### src/rtl/uart_cmd_master.sv
// uart_cmd_master
// Host-side initiator for the UART command protocol. A parallel command is
// turned into a byte frame on a valid/ready TX port; response bytes from the
// RX strobe stream are collected into one 16-bit result word.
//
// Handshakes: CMD is accepted on CMD_VALID & CMD_READY (READY only in IDLE).
// A TX byte is transferred on TX_VALID & TX_READY; TX_VALID/TX_DATA hold
// until then. RX_VALID is a one-cycle strobe with no back-pressure.
//
// Optional feature macro: RSP_TIMEOUT_EN
//   defined   -> 13-bit response timeout counter, RSP_TIMEOUT reports expiry
//   undefined -> WAIT_RSP waits forever, RSP_TIMEOUT tied low
//
// STATE_DBG exposes the FSM state encoding (0 IDLE, 1 SEND, 2 WAIT_RSP, 3 DONE).

module uart_cmd_master #(
    parameter int OP_WIDTH       = 8,
    parameter int ADDR           = 4,
    parameter int TIMEOUT_CYCLES = 4096
) (
    input  logic                CLK,
    input  logic                RST,
    input  logic                CMD_VALID,
    output logic                CMD_READY,
    input  logic [1:0]          CMD_TYPE,
    input  logic [ADDR-1:0]     CMD_ADDR,
    input  logic [OP_WIDTH-1:0] CMD_DATA,
    input  logic [OP_WIDTH-1:0] CMD_A,
    input  logic [OP_WIDTH-1:0] CMD_B,
    input  logic [3:0]          CMD_FUN,
    output logic [7:0]          TX_DATA,
    output logic                TX_VALID,
    input  logic                TX_READY,
    input  logic [7:0]          RX_DATA,
    input  logic                RX_VALID,
    output logic                RSP_VALID,
    output logic [15:0]         RSP_DATA,
    output logic                RSP_TIMEOUT,
    output logic [1:0]          STATE_DBG
);

    typedef enum logic [1:0] {
        S_IDLE = 2'd0,
        S_SEND = 2'd1,
        S_WAIT = 2'd2,
        S_DONE = 2'd3
    } state_t;

    localparam logic [1:0] T_RF_WR   = 2'd0;
    localparam logic [1:0] T_RF_RD   = 2'd1;
    localparam logic [1:0] T_ALU_OP  = 2'd2;
    localparam logic [1:0] T_ALU_NOP = 2'd3;

    state_t                state;
    logic [1:0]            c_type;
    logic [ADDR-1:0]       c_addr;
    logic [OP_WIDTH-1:0]   c_data;
    logic [OP_WIDTH-1:0]   c_a;
    logic [OP_WIDTH-1:0]   c_b;
    logic [3:0]            c_fun;
    logic [1:0]            idx;
    logic                  rx_idx;
    logic [7:0]            next_byte;
    logic [1:0]            next_idx;
    logic                  rx_last;

`ifdef RSP_TIMEOUT_EN
    localparam logic [12:0] TO_LAST = 13'(TIMEOUT_CYCLES - 1);
    logic [12:0]           to_cnt;
`endif

    // Frame header byte selected by command type.
    function automatic logic [7:0] header_byte(input logic [1:0] t);
        case (t)
            T_RF_WR:  header_byte = 8'hAA;
            T_RF_RD:  header_byte = 8'hBB;
            T_ALU_OP: header_byte = 8'hCC;
            default:  header_byte = 8'hDD;
        endcase
    endfunction

    // Index of the final byte of the frame.
    function automatic logic [1:0] last_idx(input logic [1:0] t);
        case (t)
            T_RF_WR:  last_idx = 2'd2;
            T_RF_RD:  last_idx = 2'd1;
            T_ALU_OP: last_idx = 2'd3;
            default:  last_idx = 2'd1;
        endcase
    endfunction

    // Number of response bytes expected for the command type.
    function automatic logic [1:0] rsp_count(input logic [1:0] t);
        case (t)
            T_RF_WR: rsp_count = 2'd0;
            T_RF_RD: rsp_count = 2'd1;
            default: rsp_count = 2'd2;
        endcase
    endfunction

    assign STATE_DBG = state;
    assign next_idx  = idx + 2'd1;
    // Second response byte is the last one only for two-byte responses.
    assign rx_last   = (rsp_count(c_type) == 2'd1) || rx_idx;

    // Payload byte that follows the one currently on TX_DATA.
    always_comb begin
        next_byte = 8'h00;
        case (c_type)
            T_RF_WR: begin
                if (next_idx == 2'd1) next_byte = {{(8-ADDR){1'b0}}, c_addr};
                else                  next_byte = c_data;
            end
            T_RF_RD: begin
                next_byte = {{(8-ADDR){1'b0}}, c_addr};
            end
            T_ALU_OP: begin
                case (next_idx)
                    2'd1:    next_byte = c_a;
                    2'd2:    next_byte = c_b;
                    default: next_byte = {4'h0, c_fun};
                endcase
            end
            default: begin
                next_byte = {4'h0, c_fun};
            end
        endcase
    end

    // Command FSM: accept, serialise the frame, gather response, pulse result.
    always_ff @(posedge CLK or posedge RST) begin
        if (RST) begin
            state     <= S_IDLE;
            CMD_READY <= 1'b1;
            TX_VALID  <= 1'b0;
            TX_DATA   <= 8'h00;
            RSP_VALID <= 1'b0;
            RSP_DATA  <= 16'h0000;
            c_type    <= 2'd0;
            c_addr    <= '0;
            c_data    <= '0;
            c_a       <= '0;
            c_b       <= '0;
            c_fun     <= 4'h0;
            idx       <= 2'd0;
            rx_idx    <= 1'b0;
`ifdef RSP_TIMEOUT_EN
            RSP_TIMEOUT <= 1'b0;
            to_cnt      <= 13'd0;
`endif
        end else begin
            case (state)
                S_IDLE: begin
                    if (CMD_VALID && CMD_READY) begin
                        c_type    <= CMD_TYPE;
                        c_addr    <= CMD_ADDR;
                        c_data    <= CMD_DATA;
                        c_a       <= CMD_A;
                        c_b       <= CMD_B;
                        c_fun     <= CMD_FUN;
                        idx       <= 2'd0;
                        rx_idx    <= 1'b0;
                        TX_VALID  <= 1'b1;
                        TX_DATA   <= header_byte(CMD_TYPE);
                        CMD_READY <= 1'b0;
                        RSP_DATA  <= 16'h0000;
                        state     <= S_SEND;
                    end
                end

                S_SEND: begin
                    if (TX_READY) begin
                        if (idx == last_idx(c_type)) begin
                            TX_VALID <= 1'b0;
                            if (rsp_count(c_type) == 2'd0) begin
                                RSP_VALID <= 1'b1;
                                state     <= S_DONE;
                            end else begin
`ifdef RSP_TIMEOUT_EN
                                to_cnt <= 13'd0;
`endif
                                state <= S_WAIT;
                            end
                        end else begin
                            idx     <= next_idx;
                            TX_DATA <= next_byte;
                        end
                    end
                end

                S_WAIT: begin
                    if (RX_VALID) begin
                        if (!rx_idx) RSP_DATA[7:0]  <= RX_DATA;
                        else         RSP_DATA[15:8] <= RX_DATA;
                        rx_idx <= 1'b1;
                        if (rx_last) begin
                            RSP_VALID <= 1'b1;
                            state     <= S_DONE;
                        end
`ifdef RSP_TIMEOUT_EN
                        // A byte landing in the expiry cycle is kept; expiry
                        // still fires when the response remains incomplete.
                        else if (to_cnt == TO_LAST) begin
                            RSP_VALID   <= 1'b1;
                            RSP_TIMEOUT <= 1'b1;
                            state       <= S_DONE;
                        end else begin
                            to_cnt <= 13'd0;
                        end
`endif
                    end
`ifdef RSP_TIMEOUT_EN
                    else if (to_cnt == TO_LAST) begin
                        RSP_VALID   <= 1'b1;
                        RSP_TIMEOUT <= 1'b1;
                        state       <= S_DONE;
                    end else begin
                        to_cnt <= to_cnt + 13'd1;
                    end
`endif
                end

                default: begin
                    RSP_VALID <= 1'b0;
`ifdef RSP_TIMEOUT_EN
                    RSP_TIMEOUT <= 1'b0;
`endif
                    CMD_READY <= 1'b1;
                    state     <= S_IDLE;
                end
            endcase
        end
    end

`ifndef RSP_TIMEOUT_EN
    assign RSP_TIMEOUT = 1'b0;
`endif

endmodule

### config.mk
export PLATFORM = sky130hd
export DESIGN_NAME = uart_cmd_master
export DESIGN_NICKNAME = d
export VERILOG_FILES = /design/src/rtl/uart_cmd_master.sv
export SDC_FILE = /design/constraint.sdc
export NUM_CORES = 1
export LEC_CHECK = 0
export ABC_AREA = 1
export CORE_MARGIN = 8
export CORE_UTILIZATION = 52
export CTS_BUF_LIST = sky130_fd_sc_hd__clkbuf_8
export DETAILED_ROUTE_END_ITERATION = 10
export PLACE_DENSITY_LB_ADDON = 0.08
export SYNTH_ARGS = -nofsm -noshare
export SYNTH_HDL_FRONTEND = slang
export SYNTH_SLANG_ARGS = --single-unit
### constraint.sdc
create_clock -name CLK -period 2.6 [get_ports CLK]
set_clock_uncertainty 0.15 [all_clocks]
set_input_delay 0.52 -clock CLK [delete_from_list [all_inputs] [get_ports CLK]]
set_output_delay 0.52 -clock CLK [all_outputs]
set_load 0.05 [all_outputs]
# --- After elaboration in Yosys (flattened, before gate mapping) ---
# Index checks and enable logic that the tools add are counted.
op_classes:
  addsub: 1
  eq_ne: 19
  mux: 45
  bitwise_logic: 2
  n_reduce_logical: 18
op_table:
  columns: ["cell", "count"]
  rows:
  - ["2-to-1 mux 8 bit", 6]
  - ["2-to-1 mux 16 bit", 2]
  - ["one-hot mux 16 bit (2 select lines)", 1]
  - ["one-hot mux 8 bit (2 select lines)", 2]
  - ["2-to-1 mux 2 bit", 13]
  - ["one-hot mux 8 bit (3 select lines)", 1]
  - ["one-hot mux 7 bit (3 select lines)", 1]
  - ["!= test 2 bit (second input constant)", 9]
  - ["AND reduction 4 bit", 4]
  - ["one-hot mux 2 bit (2 select lines)", 3]
  - ["2-to-1 mux 1 bit", 11]
  - ["equality test 2 x 1 -> 1 bit (second input constant)", 5]
  - ["equality test 2 bit (second input constant)", 4]
  - ["logical NOT 2 bit", 4]
  - ["one-hot mux 1 bit (2 select lines)", 3]
  - ["one-hot mux 2 bit (3 select lines)", 1]
  - ["AND reduction 6 bit", 1]
  - ["AND reduction 5 bit", 1]
  - ["AND reduction 2 bit", 2]
  - ["nonzero test 2 bit", 2]
  - ["one-hot mux 1 bit (3 select lines)", 1]
  - ["AND reduction 3 bit", 1]
  - ["adder 2 x 1 -> 2 bit (second input constant)", 1]
  - ["equality test 2 bit", 1]
  - ["other kinds (4)", 5]
word_totals:
  regBits: 66
  inputBits: 47
  output_inout_bits: 30
  word_cells: 100

# --- Longest topological paths before layout ---
logic_depth:
  ltp_word: 13
  ltp_mapped: 11
  mapped_depth_nobuf: 10

# --- Worst setup path after synthesis ---
# No wires, ideal clock.
synth_timing:
  path_kind: "reg2reg"
  from: "register state[0], in the netlist STATE_DBG[0]"
  to: "register RSP_DATA[4]"
  setup_time_ns: 0.074
  t_arrival_ns: 1.893
  t_required_ns: 2.376
  slack_ns: 0.483
  path_stages_with_launch: 11
  n_path_buf: 1
  period_less_slack_ns: 2.117
  cell_sequence: "dfrtp_1 > inv_1 > ha_1 > inv_2 > nor2_4 > inv_2 > nor2_4 > a31oi_4 > buf_8 > nand2_2 > o21ai_2"
synth_via:
  elab_chain_cells: 3
  word_cells_on_any_way: 8
  classes_between: "eq/ne: 4; mux: 1; reduce/logical: 3"
synth_lines:
  columns: ["item", "line_no", "rtl"]
  rows:
  - ["from (decl)", "54", "state_t state;"]
  - ["from (signal assigned)", "133", "state <= S_IDLE;"]
  - ["from (signal assigned)", "167", "state <= S_SEND;"]
  - ["from (signal assigned)", "177", "state <= S_DONE;"]
  - ["equality test 2 bit or logical NOT 2 bit (tied branches)", "152", "case (state)"]
  - ["!= test 2 bit (no line) or nonzero test 2 bit (tied branches)", null, null]
  - ["AND reduction 4 bit (no line)", null, null]
  - ["to (signal assigned)", "138", "RSP_DATA <= 16'h0000;"]
  - ["to (signal assigned)", "166", "RSP_DATA <= 16'h0000;"]
  - ["to (signal assigned)", "193", "if (!rx_idx) RSP_DATA[7:0] <= RX_DATA;"]
  - ["to (decl)", "37", "output logic [15:0] RSP_DATA,"]
# Several ways; a longest one is shown, not always the timed one.
# A chain may end at the register's enable or synchronous reset.

# --- Worst setup path after layout ---
layout_timing:
  from: "register CMD_READY"
  to: "output port CMD_READY"
layout_lines:
  columns: ["item", "line_no", "rtl"]
  rows:
  - ["from (decl)", "24", "output logic CMD_READY,"]
  - ["from (signal assigned)", "134", "CMD_READY <= 1'b1;"]
  - ["from (signal assigned)", "165", "CMD_READY <= 1'b0;"]
  - ["from (signal assigned)", "228", "CMD_READY <= 1'b1;"]
# No word-level cell between the ends.

==> metrics.cfg <==
[routing]
ant_nets = 0
wl_per_cell_um = 13.4
viasPerCell = 4.94
dr.pass1.iters = 4
num_vias = 2862
drtIter0Drc = 129
wl_mm = 7.75
drcViolationCount = 0

[grt]
grt_max_degree = 27
antenna_found_initial = 0
overflow = 0
grtUsageTotal_pct = 18.7
grt_pass1_wl_mm = 13.3
first_global_vias = 2996

[clock_tree]
cts_setup_buffers = 0
clkSinkCount = 66
numCtsBuffers = 9
cts_root_buf = clkbuf_8
cts_resized = 0
ctsHoldBuffers = 0
cts.clk_slew.worst_paths_ns = 0.07
cts_tree = built
clock_latency_ns = 0.34
cts_max_path_buffers = 2
h-tree-depth = 3

[sta]
final.setup.tns_ns = 0
hold_viol = 0
layout_min_cycle_time_ns = 2.36
rsz0062_at_grt = no
period_share_pct = 90.9
worst_pin_slew_ns = 0.572
setup_violations = 0
finalMaxSlewViolations = 0
max_freq_mhz = 423
maxSlewHeadroom_pct = 61.9

[floorplan]
initial_core_util_pct = 52.6
dieArea_um2 = 9120
rows = 29
fp.dieW_um = 95.5
core_area_um2 = 6240
die_h_um = 95.5
io_pins = 77

[power_and_ir_drop]
leakagePower_nw = 2.12
power_density_nw_per_um2 = 1420
vdd_drop_max_mv = 0.854

[finish]
syn_to_final_growth_pct = 32.1
register_area_um2 = 1650
n_antenna_cell = 0
num-nets-final = 552
utilization_pct = 69.5
multi_input_area_um2 = 1440
layout-drive-gt1-share_pct = 10.2
fill_cells = 537

[worst_setup_path]
worstPathCellList = clkdlybuf4s50_1
required_ns = 1.93
cp_max_fo = 3
crit_buf_inv = 1
worstSetupEndpointType = primary output
path_class = flip-flop to primary output
startpoint_type = flip-flop
slowest_delay_ns = 0.80
critical_path.slowest_cell = clkdlybuf4s50_1
cp_top_family = buffers and inverters
crit_arrival_ns = 1.69

[yosys]
syn-mean-instance-area_um2 = 7.84
ys_ff_latch = 66
synthCells = 419
ys_seq_area_share_pct = 50.3
synth_fp_nets = 473
yosys_warnings = 0
ys_types = 28
syn_area_um2 = 3280

[job]
drv_cap = 0

[status]
status = complete, no violations

[placement]
place.gp.congestion = 0.894
portBuffers = 75
dp_hpwl_mm = 5.80

[hold_path]
hold_class = flip-flop to flip-flop

==> layer usage <==
metal	GRT usage (%)	wire length, um
met5	0	0
met4	10.8	238
met3	4.88	456
met2	31.1	3690
met1	21.6	3360
==> sequential cells by signal, summed over array words and instances, names as in the netlist <==
register	flops
c_fun	4
RSP_DATA	16
c_a	8
c_data	8
TX_DATA	8
STATE_DBG	2
rx_idx	1
c_addr	4
idx	2
c_type	2
RSP_VALID	1
c_b	8
TX_VALID	1
CMD_READY	1
==> cell usage after synthesis <==
cell | instances | area share (%)
nand2_1 | 189 | 22
dfrtp_1 | 65 | 50
nor2_1 | 41 | 4.7
inv_1 | 23 | 2.6
o21ai_0 | 18 | 2.7
a21oi_1 | 17 | 2.6
nand3_1 | 13 | 2.0
o21ai_2 | 8 | 2.1
ha_1 | 7 | 2.7
clkbuf_1 | 6 | 0.69
nand2_2 | 5 | 0.95
nor2_4 | 4 | 1.4
nor2_2 | 3 | 0.57
a21oi_2 | 2 | 0.53
buf_1 | 2 | 0.23
buf_2 | 2 | 0.30
buf_4 | 2 | 0.46
inv_2 | 2 | 0.23
a21oi_4 | 1 | 0.50
a31oi_4 | 1 | 0.65
buf_6 | 1 | 0.34
buf_8 | 1 | 0.46
clkbuf_8 | 1 | 0.42
conb_1 | 1 | 0.11
dfstp_2 | 1 | 0.80
nand2_4 | 1 | 0.34
o31ai_1 | 1 | 0.23
xor2_1 | 1 | 0.27
==> report_power, final <==
part	total (mW)	leakage (nW)	internal (mW)	switching [mW]
registers	1.84	0.814	1.53	0.311
clock network	0.956	0.110	0.559	0.396
logic	3.37	1.19	1.12	2.25
==> placed cells by master, fill, tap and decap left out, types with 3 or more instances in the layout <==
| cell | instances |
|---|---|
| ha_1 | 7 |
| clkbuf_8 | 10 |
| nand2_1 | 189 |
| nor2_2 | 3 |
| clkdlybuf4s50_1 | 75 |
| dfrtp_1 | 65 |
| nor2_1 | 41 |
| nand2_2 | 5 |
| o21ai_0 | 18 |
| inv_2 | 3 |
| nand3_1 | 13 |
| o21ai_2 | 8 |
| buf_4 | 6 |
| a21oi_1 | 17 |
| nor2_4 | 4 |
| inv_1 | 23 |
==> per-stage QoR <==
step	total power, mW	instance area [um2]	cells	setup WS (ns)	hold slack, ns
finish	6.16	4340	579	0.237	0.325
global route	6.65	4340	579	0.200	0.357
CTS	6.20	4340	579	0.218	0.329
detailed placement	5.23	4120	564	0.340	0.310
global placement	5.15	4120	564	0.430	0.304
floorplan	4.29	3280	419	0.277	0.292
==> final cells by class <==
cell class | instances | area share (%)
multi-input combinational | 313 | 33.2
clock buffer | 10 | 3.17
clock inverter | 5 | 1.85
inverter | 25 | 2.16
sequential | 66 | 38.1
timing repair buffer | 83 | 19.3
tap | 77 | 2.22
==> final timing paths <==
check | from | end | slack, ns | cells past startpoint
max in group asynchronous | RST | CMD_READY | 1.35 | 3
setup reg to reg | STATE_DBG[0] | RSP_DATA[0] | 0.43 | 8
min in group asynchronous | RST | c_data[3] | 0.38 | 2
hold reg to reg | c_a[0] | c_a[0] | 0.32 | 2
setup / recovery | CMD_READY | CMD_READY | 0.24 | 1
hold / removal | c_a[0] | c_a[0] | 0.32 | 2
==> kinds of logic after synthesis <==
logic type      share of synthesized area, %
xor+xnor                               0.267
other cells                            0.114
fa+ha+maj                               2.67
compound gates                          9.37
simple gates                            31.5
flops                                   50.3
buf+inv                                 5.75
Power figures use the tool's default switching activity.
